<file path="config.mk">
export PLATFORM = sky130hd
export DESIGN_NAME = rr_mux_arbiter
export DESIGN_NICKNAME = d
export VERILOG_FILES = /design/src/rtl/rr_mux_arbiter_pkg.sv /design/src/rtl/rr_mux_arbiter_mux.sv /design/src/rtl/rr_mux_arbiter.sv
export SDC_FILE = /design/constraint.sdc
export NUM_CORES = 1
export LEC_CHECK = 0
export CAP_MARGIN = 20
export CELL_PAD_IN_SITES_DETAIL_PLACEMENT = 0
export CELL_PAD_IN_SITES_GLOBAL_PLACEMENT = 1
export CORE_UTILIZATION = 24
export CTS_CLUSTER_DIAMETER = 100
export DETAILED_ROUTE_END_ITERATION = 7
export PLACE_DENSITY = 0.85
export SYNTH_ARGS = -nofsm -noshare
export SYNTH_HDL_FRONTEND = slang
export SYNTH_SLANG_ARGS = --single-unit
</file>
<file path="constraint.sdc">
create_clock -name clk -period 2.9 [get_ports clk]
set_input_delay 0.435 -clock clk [delete_from_list [all_inputs] [get_ports clk]]
set_output_delay 0.435 -clock clk [all_outputs]
set_load 0.01 [all_outputs]
</file>
<file path="src/rtl/rr_mux_arbiter_pkg.sv">
// Shared types and constants for the two-requester round-robin mux arbiter.
// Holds the FSM state encoding, burst counter width and grant decode helper.
package rr_mux_arbiter_pkg;

  localparam int CNT_W = 8;

  typedef enum logic [1:0] {
    IDLE   = 2'd0,
    GRANT0 = 2'd1,
    GRANT1 = 2'd2
  } state_e;

  // One-hot grant vector presented while sitting in a given state.
  function automatic logic [1:0] gnt_of(input state_e st);
    logic [1:0] g;
    case (st)
      GRANT0:  g = 2'b01;
      GRANT1:  g = 2'b10;
      default: g = 2'b00;
    endcase
    return g;
  endfunction

  function automatic state_e grant_state(input logic idx);
    return idx ? GRANT1 : GRANT0;
  endfunction

endpackage

</file>
<file path="src/rtl/rr_mux_arbiter_mux.sv">
// DATA_W-wide 2:1 data mux used as the arbiter's data path.
module mux2to1_bus #(
  parameter int DATA_W = 8
) (
  input  logic              sel,
  input  logic [DATA_W-1:0] d0,
  input  logic [DATA_W-1:0] d1,
  output logic [DATA_W-1:0] y
);

  assign y = sel ? d1 : d0;

endmodule

</file>
<file path="src/rtl/rr_mux_arbiter.sv">
// Two-requester round-robin arbiter with registered grant/select and a data mux.
// Optional burst limiting is built when RR_MUX_ARBITER_BURST_LIMIT_EN is defined.
module rr_mux_arbiter
  import rr_mux_arbiter_pkg::*;
#(
  parameter int DATA_W    = 8,
  parameter int MAX_BURST = 4
) (
  input  logic              clk,
  input  logic              rst_n,
  input  logic [1:0]        req,
  input  logic              done,
  input  logic [DATA_W-1:0] data0,
  input  logic [DATA_W-1:0] data1,
  output logic [1:0]        gnt,
  output logic              sel,
  output logic [DATA_W-1:0] out_data,
  output logic              out_valid,
  output logic              busy
);

  state_e     state_r;
  state_e     state_nxt_s;
  logic       ptr_r;
  logic       ptr_nxt_s;
  logic [1:0] gnt_r;
  logic       sel_r;
  logic       busy_r;
  logic       g_idx_s;
  logic       own_req_s;
  logic       oth_req_s;
  logic       limit_s;
  logic       release_s;
  logic       cnt_clr_s;
  logic       out_valid_s;

  assign out_valid_s = |(gnt_r & req);
  assign gnt         = gnt_r;
  assign sel         = sel_r;
  assign busy        = busy_r;
  assign out_valid   = out_valid_s;

`ifdef RR_MUX_ARBITER_BURST_LIMIT_EN
  localparam logic [CNT_W-1:0] BURST_LAST = CNT_W'(MAX_BURST - 1);

  logic [CNT_W-1:0] cnt_r;

  assign limit_s = out_valid_s & (cnt_r == BURST_LAST);

  // Burst counter: restarts on every (re)grant, counts valid granted cycles.
  always_ff @(posedge clk or negedge rst_n) begin
    if (!rst_n) begin
      cnt_r <= {CNT_W{1'b0}};
    end else if (cnt_clr_s) begin
      cnt_r <= {CNT_W{1'b0}};
    end else if (out_valid_s) begin
      cnt_r <= cnt_r + {{(CNT_W-1){1'b0}}, 1'b1};
    end else begin
      cnt_r <= cnt_r;
    end
  end
`else
  assign limit_s = 1'b0;
`endif

  // Next-state, pointer update and counter-restart decisions.
  always_comb begin
    state_nxt_s = state_r;
    ptr_nxt_s   = ptr_r;
    cnt_clr_s   = 1'b0;
    g_idx_s     = (state_r == GRANT1);
    own_req_s   = req[g_idx_s];
    oth_req_s   = req[~g_idx_s];
    release_s   = done | ~own_req_s | limit_s;
    case (state_r)
      IDLE: begin
        cnt_clr_s = 1'b1;
        case (req)
          2'b01:   state_nxt_s = GRANT0;
          2'b10:   state_nxt_s = GRANT1;
          2'b11:   state_nxt_s = grant_state(ptr_r);
          default: state_nxt_s = IDLE;
        endcase
      end
      GRANT0, GRANT1: begin
        if (release_s) begin
          ptr_nxt_s = ~g_idx_s;
          cnt_clr_s = 1'b1;
          if (oth_req_s) begin
            state_nxt_s = grant_state(~g_idx_s);
          end else if (own_req_s && limit_s && !done) begin
            // Burst limit alone with nobody waiting: re-grant the same requester.
            state_nxt_s = state_r;
          end else begin
            state_nxt_s = IDLE;
          end
        end else begin
          state_nxt_s = state_r;
        end
      end
      default: begin
        state_nxt_s = IDLE;
        cnt_clr_s   = 1'b1;
      end
    endcase
  end

  // Control registers; outputs are decoded from the next state so they align with it.
  always_ff @(posedge clk or negedge rst_n) begin
    if (!rst_n) begin
      state_r <= IDLE;
      ptr_r   <= 1'b0;
      gnt_r   <= 2'b00;
      sel_r   <= 1'b0;
      busy_r  <= 1'b0;
    end else begin
      state_r <= state_nxt_s;
      ptr_r   <= ptr_nxt_s;
      gnt_r   <= gnt_of(state_nxt_s);
      busy_r  <= (state_nxt_s != IDLE);
      case (state_nxt_s)
        GRANT0:  sel_r <= 1'b0;
        GRANT1:  sel_r <= 1'b1;
        default: sel_r <= sel_r;
      endcase
    end
  end

  mux2to1_bus #(
    .DATA_W (DATA_W)
  ) u_mux (
    .sel (sel_r),
    .d0  (data0),
    .d1  (data1),
    .y   (out_data)
  );

endmodule

</file>
Yosys cells after proc, flatten, opt, wreduce, memory -nomap -nowiden
Cells that the tools add are included.
Widths: inputs -> output; s select.
Storage, ports and cells
  word-level logic and storage cells: 37
  flip-flop bits (word level): 7
  output and inout bits: 13
  input bits: 21
Operators by class
  magnitude comparators: 2
  mux-type cells: 13
  bitwise operators: 4
  reduce and logical (&&, ||, !) cells: 6
  equal/unequal tests: 7
Operator list (number)
  $eq 2x2->1 const B: 4
  $mux 2: 4
  $mux 8: 1
  $pmux 2 s2: 2
  $eq 2x1->1 const B: 3
  $pmux 2 s3: 1
  $lt 1x2->1 const B: 2
  $mux 1: 4
  $reduce_bool 2->1: 2
  $reduce_or 2->1: 2
  $and 2x2->2: 1
  $logic_not 2->1: 1
  $not 1->1: 2
  $pmux 1 s2: 1
  $reduce_and 2->1: 1
  $or 1x1->1: 1

Logic depth before layout (Yosys ltp)
Gate-level depths: netlist (run 1).
  depth in word-level cells: 9
  depth in mapped cells: 7
  depth with buffers taken out: 7

Cells and area by module
From an unflattened synthesis (run 1), not the netlist that was laid out.
Second synthesis, totals
  cell total of the unflattened synthesis: 57
  area, all modules: 591.8 um^2
Modules (own cells, without submodules)
  rr_mux_arbiter: cells each 48, area each 460.4 um^2, instances 1, seq. area each 175.2 um^2
  mux2to1_bus: cells each 9, area each 131.4 um^2, instances 1, seq. area each 0.0 um^2

Least setup slack after synthesis (run 1)
Ideal clock, no wire load.
  kind: register to register
  start: reg state_r[0]
  end: reg sel_r, in the netlist sel
  data required time: 2775 ps
  slack: 819 ps
  path buffers: 0
  arrival: 1956 ps
  library setup time: 125 ps
  period minus slack after synthesis: 2081 ps
  cell stages (with the launch flop): 8
  path through: dfrtp_1 inv_1 ha_1 a21oi_1 or3_1 a311o_1 ha_1 mux2_2
Between the ends
  word-level cells in the longest chain between the ends: 9
  elaborated cells on any way between the ends: 18
  classes of those cells: eq/ne (4); mux (9); bitwise (2); reduce/logical (3)
Ends and longest elaborated chain
  start: declaration: line rr_mux_arbiter.sv:22  | state_e state_r;
  start signal: assignment: line rr_mux_arbiter.sv:117  | state_r <= state_nxt_s;
  $eq 2x2->1: line rr_mux_arbiter.sv:71, rr_mux_arbiter.sv:75
  $mux 1 (not written as such) (2 in a row): line rr_mux_arbiter.sv:72  | own_req_s = req[g_idx_s];
  $not 1->1: line rr_mux_arbiter.sv:74  | release_s = done | ~own_req_s | limit_s;
  $or 1x1->1: line rr_mux_arbiter.sv:74
  $mux 2: line rr_mux_arbiter.sv:86  | if (release_s) begin
  $pmux 2 s2 *: line rr_mux_arbiter.sv:75  | case (state_r)
  $eq 2x2->1 / $eq 2x1->1 (equally long branches): line rr_mux_arbiter.sv:121  | case (state_nxt_s)
  $pmux 1 s2 / $reduce_bool 2->1 (equally long branches)
  end signal: assignment: line rr_mux_arbiter.sv:124  | default: sel_r <= sel_r;
  end: declaration: line rr_mux_arbiter.sv:27  | logic sel_r;
Mark *: on every way between the ends. The rest lies on a longest branch, timed or not. The select of a mux whose other input is x is not followed.
A chain may end at the register's enable or synchronous reset.

Final worst setup path (run 1)
  start: in req[1]
  end: reg sel_r, in the netlist sel
Between the ends
  word-level cells in the longest chain between the ends: 8
  elaborated cells on any way between the ends: 17
  classes of those cells: eq/ne (5); mux (9); bitwise (2); reduce/logical (1)
Ends and longest elaborated chain
  start: declaration: line rr_mux_arbiter.sv:11  | input logic [1:0] req,
  $mux 1 (not written as such) (2 in a row): line rr_mux_arbiter.sv:72
  $not 1->1: line rr_mux_arbiter.sv:74
  $or 1x1->1: line rr_mux_arbiter.sv:74
  $mux 2: line rr_mux_arbiter.sv:86
  $pmux 2 s2 *: line rr_mux_arbiter.sv:75
  $eq 2x2->1 / $eq 2x1->1 (equally long branches): line rr_mux_arbiter.sv:121
  $pmux 1 s2 / $reduce_bool 2->1 (equally long branches)
Marked as above.

==> results.yml, run 1 <==
run_status:
  outcome: "finished, final reports clean"
worst_setup_path:
  timing.rr.start: "state_r[0]$_DFF_PN0_"
  cp_slowest_cell: "clkdlybuf4s50_1"
  cp-end-kind: "register"
  crit_family: "buffers and inverters"
  max_stage_delay_ns: 0.60
  path_max_fanout: 8
  arrival_ns: 2.42
  reg2reg_depth: 7
  start_kind: "input port"
  critPathRequiredTime_ns: 3.03
  worst-path-buf-inv: 1
  r2r-end: "sel$_DFFE_PN0P_"
  reg2reg_slack_ns: 0.71
  crit_type: "input port to register"
  crit_chain: "clkdlybuf4s50_1 -> a21oi_1 -> or3_1 -> a311o_1 -> ha_1 -> mux2_2"
synth:
  synth_cell_types: 19
  synthMostInstantiatedCell: "mux2_2"
  synth_area_um2: 518
  synth_edf_count: 0
  synth.largest_area_cell: "dfrtp_1"
  synth_cells: 49
  yosysWarnings: 0
  synth_common_cells: "mux2_2, dfrtp_1, ha_1"
  syn_avg_cell_area_um2: 10.6
  synthFlopType: "dfrtp_1"
  ys_seq_area_frac: 0.338
  syn-num-nets: 76
  synth_seq_cells: 7
  synth_top_cell_area_share: 0.338
  ys_async_sr_fraction: 1.00
  synth_area_leaders: "dfrtp_1, mux2_2, ha_1, a311o_1, a311oi_1"
route:
  drt_iter0_drc: 16
  drt-met1-wl_um: 511
  finalWirelength_um: 1250
  detail_route.wl_per_cell_um: 11.2
  routed.top_layer: "met4"
  route.detailed.drc: 0
  via_per_inst: 4.83
  route.met3.wl_um: 104
  first_pass_iters: 4
  vias: 541
  met2_wirelength_um: 621
  ant_nets: 0
grt:
  grt_usage: 0.118
  grt_pass1_vias: 539
  grt_max_degree: 11
  antenna_found_initial: 0
  grt_remaining_overflow: 0
  grt_pass1_wl_um: 2130
layout:
  drive_gt1_frac: 0.141
  n_fill_cell: 195
  seqCellArea_um2: 175
  diodes: 0
  nNetsFinal: 113
  multiInputGateArea_um2: 328
  area_growth_pct: 74.6
  post-route-util: 0.452
die:
  start_util: 0.259
  die_height_um: 48.5
  fp.dieW_um: 48.5
  die_area_mm2: 0.00235
  io_pins: 34
  core_mm2: 0.00200
  fp-row-count: 16
power:
  p_leak_nw: 0.364
  powerDensity_mw_per_mm2: 782
  ir_drop_mv: 0.332
cts:
  cts_setup_buffers: 0
  clock-sinks: 7
  cts_htree_levels: 1
  postCtsResizedCells: 0
  cts_inserted_buffers: 3
  cts_tree: "done"
  clk_latency_ns: 0.25
  cts_hold_buffers: 0
  cts.clk_slew.worst_paths_ns: 0.05
  root_buffer: "clkbuf_4"
  cts_max_path_buffers: 2
placement:
  port_buffers: 33
  gp_congestion: 0.839
  dp_hpwl_um: 1070
sta:
  period_needed_ns: 2.29
  min_period_over_period: 0.791
  max_freq_mhz: 436
  fin_tns_setup_ns: 0
  fin_skew_ns: 0.00163
  setup_viol_count_final: 0
  hold_viol: 0
  slew_headroom: 0.729
  slew_viol_final: 0
  rsz0062_at_grt: "no"
  worst_slew_pin_slew_ns: 0.404
worst_hold_path:
  hold_path.class: "input port to asynchronous set/reset pin"
flow_run:
  drv_cap: 0
==> registers in the layout (all words and copies together) (netlist names) <==
register,count
busy,1
gnt,2
ptr_r,1
sel,1
state_r,2
==> per-layer routing <==
metal / GRT usage / up-vias
met5: 0 / -
met3: 0.0252 / 2
met2: 0.211 / 35
li1: - / 255
met4: 0.0588 / 0
met1: 0.130 / 249
==> cell families after synthesis <==
kind of cell,count (synthesis),share of synthesized area
AND/OR/NAND/NOR,12,0.133
AO/OA/AOI/OAI,11,0.159
buffers and inverters,4,0.0290
multiplexers,9,0.196
adder cells (fa/ha/maj),6,0.145
flip-flops,7,0.338
==> placed cells by master (no fill, tap or decap), types with 2 or more instances in the layout <==
| cell | instances |
|---|---|
| nand2b_1 | 2 |
| a311o_1 | 2 |
| ha_1 | 6 |
| inv_1 | 3 |
| clkbuf_4 | 3 |
| a311oi_1 | 2 |
| nor2b_1 | 2 |
| mux2_2 | 9 |
| a31oi_1 | 2 |
| nand3_1 | 3 |
| a21oi_1 | 2 |
| clkdlybuf4s50_1 | 33 |
| dfrtp_1 | 7 |
| nand2_1 | 2 |
==> through the flow <==
| stage | worst slack, ns | total power (W) | std cells | instance area, µm² | hold slack (ns) |
|---|---|---|---|---|---|
| 2_1_floorplan | 0.819 | 0.000438 | 49 | 518 | 0.139 |
| 4_1_cts | 0.618 | 0.000716 | 112 | 905 | 0.451 |
| 5_1_grt | 0.532 | 0.000768 | 112 | 905 | 0.466 |
| 3_5_place_dp | 0.355 | 0.000626 | 108 | 878 | 0.532 |
| 3_3_place_gp | 0.393 | 0.000626 | 108 | 878 | 0.531 |
| 6_report | 0.607 | 0.000708 | 112 | 905 | 0.443 |
==> report_power, final <==
part,leakage [nW],switching [W],internal (W),total [W]
Sequential,0.0873,0.0000367,0.000141,0.000177
Combinational,0.261,0.000188,0.000256,0.000445
Clock,0.0150,0.0000329,0.0000523,0.0000853
Total,0.364,0.000258,0.000450,0.000708
==> worst reg2reg max path, stage by stage (launching register included) <==
cell	delay [ns]
dfrtp_1	0.38
inv_1	0.09
ha_1	0.23
a21oi_1	0.08
or3_1	0.34
a311o_1	0.35
ha_1	0.29
mux2_2	0.32
==> how the worst max path moves through the flow <==
stage,start,end,slack (ns),cells past startpoint
after floorplan,state_r[0]$_DFF_PN0_,sel$_DFFE_PN0P_,0.82,7
after global placement,req[1],sel$_DFFE_PN0P_,0.39,6
after detailed placement,req[1],sel$_DFFE_PN0P_,0.35,6
after CTS,req[1],sel$_DFFE_PN0P_,0.62,6
after global routing,req[0],sel$_DFFE_PN0P_,0.53,6
final,req[1],sel$_DFFE_PN0P_,0.61,6
==> final cells by class <==
class	count	area share
multi-input cells	38	0.362
clock buffers	4	0.0290
repair buffers	33	0.365
flip-flops and latches	7	0.194
inverters	3	0.0124
well taps	27	0.0373
Note: power is estimated with default switching activity, not from simulation.
==> run 2, diff against run 1 <==
CORE_ASPECT_RATIO = 0.6   (was not set)
CORE_UTILIZATION = 22   (was 24)
PLACE_DENSITY = 0.82   (was 0.85)
clock period = 1.9 ns   (was 2.9 ns; I/O delays follow)
==> run 2 against run 1 <==
The flow now finishes with violations (negative setup slack). Critical path depth grew 1. Core utilization grew 0.62 points. First-iteration DRC count shrank 69%. Clock power grew to 2.5 times the previous value. Sequential share of layout area shrank 2.0 points. Die area grew 9.0%. Non-clock buffer count grew 9. Largest cell class unchanged. Largest power group unchanged.
==> results.yml, run 2 (synthesis gave the netlist of run 1 again) <==
run_status:
  outcome: "finished, violations left"
  violations: "negative setup slack"
sta:
  worst_slack_ns: -0.148
  min_period_over_period: 1.08
  rsz0062_at_grt: "yes"
  fin_tns_setup_ns: -0.520
  hold_viol: 0
  slew_headroom: 0.743
  max_freq_mhz: 488
  fin_skew_ns: 0.000484
  setup_viol_count_final: 9
  slew_viol_final: 0
  worst_slew_pin_slew_ns: 0.383
  period_needed_ns: 2.05
worst_setup_path:
  path_max_fanout: 4
  timing.rr.start: "state_r[0]$_DFF_PN0_"
  critPathRequiredTime_ns: 2.01
  reg2reg_slack_ns: -0.15
  arrival_ns: 2.16
  reg2reg_depth: 7
  cp-end-kind: "register"
  crit_type: "register to register"
  start_kind: "register"
  r2r-end: "sel$_DFFE_PN0P_"
cts:
  cts_htree_levels: 1
  cts_hold_buffers: 0
  cts.clk_slew.worst_paths_ns: 0.04
  clock-sinks: 7
  cts_tree: "done"
  root_buffer: "clkbuf_8"
  clk_latency_ns: 0.23
  cts_max_path_buffers: 2
  cts_inserted_buffers: 3
route:
  first_pass_iters: 4
  ant_nets: 0
  drt_iter0_drc: 5
  detail_route.wl_per_cell_um: 12.7
  vias: 542
  finalWirelength_um: 1570
  via_per_inst: 4.37
  route.detailed.drc: 0
die:
  die_area_mm2: 0.00256
  fp.dieW_um: 64.6
  die_height_um: 39.6
  fp-row-count: 13
  start_util: 0.236
  core_mm2: 0.00220
  io_pins: 34
grt:
  grt_pass1_vias: 499
  grt_remaining_overflow: 0
  grt_usage: 0.134
  grt_pass1_wl_um: 2380
  grt_max_degree: 11
  antenna_found_initial: 0
layout:
  multiInputGateArea_um2: 340
  area_growth_pct: 94.2
  seqCellArea_um2: 175
  drive_gt1_frac: 0.245
  layout_commonest_cell: "clkdlybuf4s50_1"
  final_area_mm2: 0.00101
  n_fill_cell: 206
  diodes: 0
  most-common-layout-cells: "clkdlybuf4s50_1, mux2_2, buf_4"
  nNetsFinal: 122
power:
  power_w: 0.00131
  p_leak_nw: 0.419
  powerDensity_mw_per_mm2: 1300
  ir_drop_mv: 0.479
placement:
  port_buffers: 33
  dp_hpwl_um: 1320
  post-place-ws_ns: -0.326
  gp_congestion: 0.786
  place_area_um2: 962
flow_run:
  drv_cap: 0
worst_hold_path:
  hold_path.class: "input port to asynchronous set/reset pin"
==> run 2: how the worst max path moves through the flow <==
stage | from | cells after the start | end
global route | state_r[0]$_DFF_PN0_ | 7 | sel$_DFFE_PN0P_
global placement | done | 6 | sel$_DFFE_PN0P_
detailed placement | req[1] | 6 | sel$_DFFE_PN0P_
floorplan | state_r[0]$_DFF_PN0_ | 7 | sel$_DFFE_PN0P_
finish | state_r[0]$_DFF_PN0_ | 7 | sel$_DFFE_PN0P_
CTS | state_r[0]$_DFF_PN0_ | 7 | sel$_DFFE_PN0P_
==> run 2: worst max-delay path: stages, from the launching register on <==
cell	delay [ns]
dfrtp_1	0.39
inv_2	0.09
ha_4	0.15
a21oi_1	0.06
or3_1	0.34
a311o_1	0.30
ha_1	0.28
mux2_2	0.32
==> run 2: timing repair <==
action                     4_1_cts  5_1_grt
cloned                           0        0
setup endpoints to repair       10        9
buffers inserted                 0        0
gates resized for setup          1        0
==> run 2: layer usage <==
metal  up-vias  global-route usage  share of wire
li1        275                   -              -
met1       256               0.199           0.53
met2         9               0.176           0.43
met3         2              0.0436          0.026
met4         0              0.0333          0.010
met5         -                   0              0
==> run 2: area by class of cell <==
| class | count | share of cell area |
|---|---|---|
| Timing Repair Buffer | 42 | 0.394 |
| Multi-Input combinational cell | 38 | 0.338 |
| Sequential cell | 7 | 0.174 |
| Clock buffer | 4 | 0.0448 |
| Tap cell | 30 | 0.0373 |
| Inverter | 3 | 0.0112 |
==> run 2: where the power goes <==
group | total [W] | switching (W) | internal, W
Clock | 0.000215 | 0.0000699 | 0.000146
Sequential | 0.000284 | 0.0000684 | 0.000215
Combinational | 0.000811 | 0.000323 | 0.000488
Total | 0.00131 | 0.000462 | 0.000849
==> run 2: per-stage QoR <==
stage                     hold slack (ns)   util  instances
after floorplan                   -0.0106      -         49
after global placement              0.538  0.438        120
after detailed placement            0.538  0.438        120
after CTS                           0.321  0.458        124
after global routing                0.339  0.458        124
final                               0.319  0.458        124
==> RTL change 1, RTL diff (flow settings as in run 1) <==
`DATA_W` is set to 8 in 2 places; all go to 10.
--- a/src/rtl/rr_mux_arbiter_mux.sv
+++ b/src/rtl/rr_mux_arbiter_mux.sv
@@ -2,3 +2,3 @@
 module mux2to1_bus #(
-  parameter int DATA_W = 8
+  parameter int DATA_W = 10
 ) (
--- a/src/rtl/rr_mux_arbiter.sv
+++ b/src/rtl/rr_mux_arbiter.sv
@@ -5,3 +5,3 @@
 #(
-  parameter int DATA_W    = 8,
+  parameter int DATA_W    = 10,
   parameter int MAX_BURST = 4
Interface: changed (resized data0, data1 and out_data); port bits go from 34 to 40. The function was not compared with the original's and may differ.
==> RTL change 1 against run 1 <==
  * Design area up 9.1%
  * Area after synthesis up 4.6%
  * Worst hold slack better by 1.5 ps
  * Wire length up 1.5%
  * Largest cell class unchanged
  * Final cell count up 7.1%
  * Worst setup slack worse by 6.3 ps
  * Sequential cell count unchanged
  * Power up 4.1%
==> RTL change 1: results (changes against run 1) <==
outcome:
  outcome: "finished, final reports clean"
clocking:
  numCtsBuffers: 3  # unchanged
  cts-htree-levels: 1  # unchanged
  cts_max_path_buffers: 2  # unchanged
  clk_pin_slew_ps: 50  # about the same
  cts_resized: 0  # unchanged
  root_buffer: "clkbuf_4"
  worst_skew_pair.late_latency_ps: 240
logic_synthesis:
  async_flop_share_pct: 100  # unchanged
  synth_compound_area_share_pct: 15.2  # -0.70 points
  synthMuxAreaShare_pct: 22.9  # +3.3 points
  ys_top_cells_by_count: "11 x mux2_2, 7 x dfrtp_1, 6 x ha_1"
  synth_cells: 51  # +4.1%
  ys_seq_area_share_pct: 32.3  # -1.5 points
  synth_adder_area_share_pct: 13.9  # -0.64 points
  synthesis.nets: 82  # +7.9%
  synth-xor-area-share_pct: 0  # unchanged
  synth_area_leaders: "dfrtp_1 32%, mux2_2 23%, ha_1 14%, a311o_1 3.7%, a311oi_1 3.2%"
placement:
  portBuffers: 39  # +18%
  gp_congestion: 0.753  # -10%
  pre_cts_ws_ps: 368  # +13.1 ps
  dp.cells: 116  # +7.4%
final_layout:
  antennaDiodeCount: 0  # unchanged
  finalNetCount: 125  # +11%
  drive_gt1_share_pct: 15.1  # +0.94 points
  fillCellCount: 204  # +4.6%
drt:
  drt_pass1_iterations: 4  # unchanged
  drt-vias-per-instance: 4.64  # -3.9%
  wirelength_mm: 1.27  # +1.5%
  drt_iter0_drc: 5  # -11
  vias: 557  # +3.0%
global_routing:
  grt_max_degree: 13  # +2
  grt_usage_pct: 11.7  # -0.046 points
  grt_pass1_vias: 572  # +6.1%
  grt_pass1_wl_mm: 2.19  # +2.9%
critical_path:
  r2r_cells: 7  # unchanged
  slowest_stage: "clkdlybuf4s50_1"
  rr_startpoint: "state_r[0]"
  r2r_setup_slack_ps: 710  # about the same
  timing.rr.end: "sel"
  critical-path-top-delay-family: "buffers and inverters"
  cp.arrival_ps: 2430
power:
  power.switching_uw: 264  # +2.2%
  leakage_nw: 0.395  # +8.5%
  vdd_drop_max_uv: 390  # +18%
timing:
  skew_ps: 1.74  # +0.110 ps
  slew_headroom_pct: 72.1  # -0.75 points
worst_hold_path:
  hold_class: "in2async"
-- RTL change 1: changes by cell type after synthesis, sizes merged --
cell | before | now
buf | 0 | 1
clkbuf | 1 | 0
mux2 | 9 | 11
-- RTL change 1: cells by family (layout without fill, tap and decap cells) --
logic type	count (synthesis)	after routing
and+or+nand+nor	12	12
AOI/OAI and AO/OA	11	11
muxes	11	11
DFF	7	7
adders and majority gates	6	6
buffers and inverters	4	46
-- RTL change 1: worst max-delay path by stage --
stage	start	end	slack, ps	cells past startpoint
finish	req[1]	sel	600	6
global route	req[1]	sel	520	6
CTS	req[1]	sel	620	6
detailed placement	req[1]	sel	370	6
global placement	req[1]	sel	400	6
floorplan	state_r[0]	sel	820	7
-- RTL change 1: layer usage --
layer / vias to the layer above / track usage [%] / share of wire [%]
li1: 275 / - / -
met1: 245 / 11.9 / 40
met2: 35 / 20.8 / 46
met3: 2 / 3.70 / 13
met4: 0 / 7.14 / 1.0
met5: - / 0 / 0
-- RTL change 1: power groups by stage --
stage	combinational [mW]	sequential [mW]	clock (mW)
floorplan	0.281	0.175	0
global placement	0.472	0.183	0
detailed placement	0.476	0.184	0
CTS	0.480	0.182	0.0874
global route	0.526	0.190	0.0939
finish	0.473	0.180	0.0829
-- RTL change 1: per-stage QoR --
stage	hold slack (ps)	power (mW)	area, um^2
2_1_floorplan	139	0.456	542
3_3_place_gp	524	0.656	961
3_5_place_dp	550	0.660	961
4_1_cts	450	0.749	987
5_1_grt	463	0.809	987
6_report	445	0.736	987
-- RTL change 1: cell type report --
type,count,area (um^2),area share (%)
clock buffer,4,26.3,2.66
inverter,3,11.3,1.14
multi-input combinational,40,350,35.5
sequential,7,175,17.7
tap,27,33.8,3.42
timing repair buffer,39,390,39.5
==> RTL change 2, RTL diff (flow settings as in run 1) <==
Without the edit above. The 3 states of `state_e` get a one-hot encoding in 3 bits.
--- a/src/rtl/rr_mux_arbiter_pkg.sv
+++ b/src/rtl/rr_mux_arbiter_pkg.sv
@@ -6,6 +6,6 @@
 
-  typedef enum logic [1:0] {
-    IDLE   = 2'd0,
-    GRANT0 = 2'd1,
-    GRANT1 = 2'd2
+  typedef enum logic [2:0] {
+    IDLE   = 3'b001,
+    GRANT0 = 3'b010,
+    GRANT1 = 3'b100
   } state_e;
Check against the original RTL: no difference found for any inputs over 10 cycles, from zero or initial values and one cycle with rst_n low; not proved beyond that.
==> RTL change 2 against run 1 <==
  * Worst setup slack improved by 120 ps
  * Sequential cell count is 1 higher
  * Clock power grew 4.1%
  * Area after synthesis is 2.4% lower
  * Combinational power decreased by 4.9%
  * Design area down 1.5%
  * Power grew 5.6%
  * Wire length is 1.4% higher
  * Critical path type is now in2out
==> RTL change 2: results (changes against run 1) <==
outcome:
  outcome: "finished, final reports clean"
power:
  vdd_drop_max_uv: 264  # -21%
  leakage_nw: 0.356  # -2.2%
logic_synthesis:
  synth_area_leaders: "dfrtp_1 35%, mux2_2 18%, a32o_1 5.9%, dfstp_2 5.2%, o21bai_1 4.5%"
  synth_cell_types: 25  # +6
  synthMuxAreaShare_pct: 17.8  # -1.7 points
  ys_top_cells_by_count: "8 x mux2_2, 7 x dfrtp_1, 3 x a32o_1, 3 x o21bai_1"
  synth_adder_area_share_pct: 0  # -14 points
  synthesis.nets: 66  # -13%
global_routing:
  met2_usage_pct: 16.2  # -4.9 points
  use_met3_pct: 4.53  # +2.0 points
  grt_usage_pct: 11.5  # -0.24 points
  grt_pass1_wl_mm: 1.75  # -18%
critical_path:
  rr_startpoint: "state_r[0]"
  r2r_setup_slack_ps: 1570  # +860 ps
  crit_start: "req[0]"
  critPathCapture: "out_valid"
  timing.rr.end: "state_r[0]"
drt:
  routed-wl-met2_um: 669  # +7.7%
  wl_per_cell_um: 11.8  # +5.2%
  m1WireLength_um: 529  # +3.5%
timing:
  skew_ps: 13.1  # +11.4 ps
  whs_ps: 439  # -4.19 ps
final_layout:
  drive_gt1_share_pct: 21.0  # +6.9 points
placement:
  gp_congestion: 0.841  # +0.21%
  dp_hpwl_mm: 1.06  # -0.92%
RTL change 2: stage by stage:
step | utilization, % | setup WS, ps | total power [mW]
floorplan | - | 1520 | 0.467
global placement | 44.1 | 730 | 0.659
detailed placement | 44.1 | 721 | 0.663
CTS | 45.4 | 720 | 0.754
global route | 45.4 | 626 | 0.804
finish | 45.4 | 727 | 0.748
RTL change 2: where the power goes:
part	switching (mW)	total (mW)	internal [mW]
clock	0.0363	0.0888	0.0525
sequential	0.0654	0.236	0.171
combinational	0.153	0.423	0.270
total	0.254	0.748	0.493
RTL change 2: final cells by class:
type	instances	area, um^2
repair buffers	33	330
well taps	27	33.8
clock buffers	4	26.3
fillers	202	1070
multi-input cells	35	295
flip-flops and latches	8	201
inverters	1	3.75
RTL change 2: kinds of logic after synthesis:
family / after synthesis
buf+inv: 2
flops: 8
compound gates: 14
mux: 8
simple gates: 13
RTL change 2: critical path: cells and delay by family:
kind                   cells  cell delay [ps]
AO/OA/AOI/OAI              1              180
buffers and inverters      2             1120
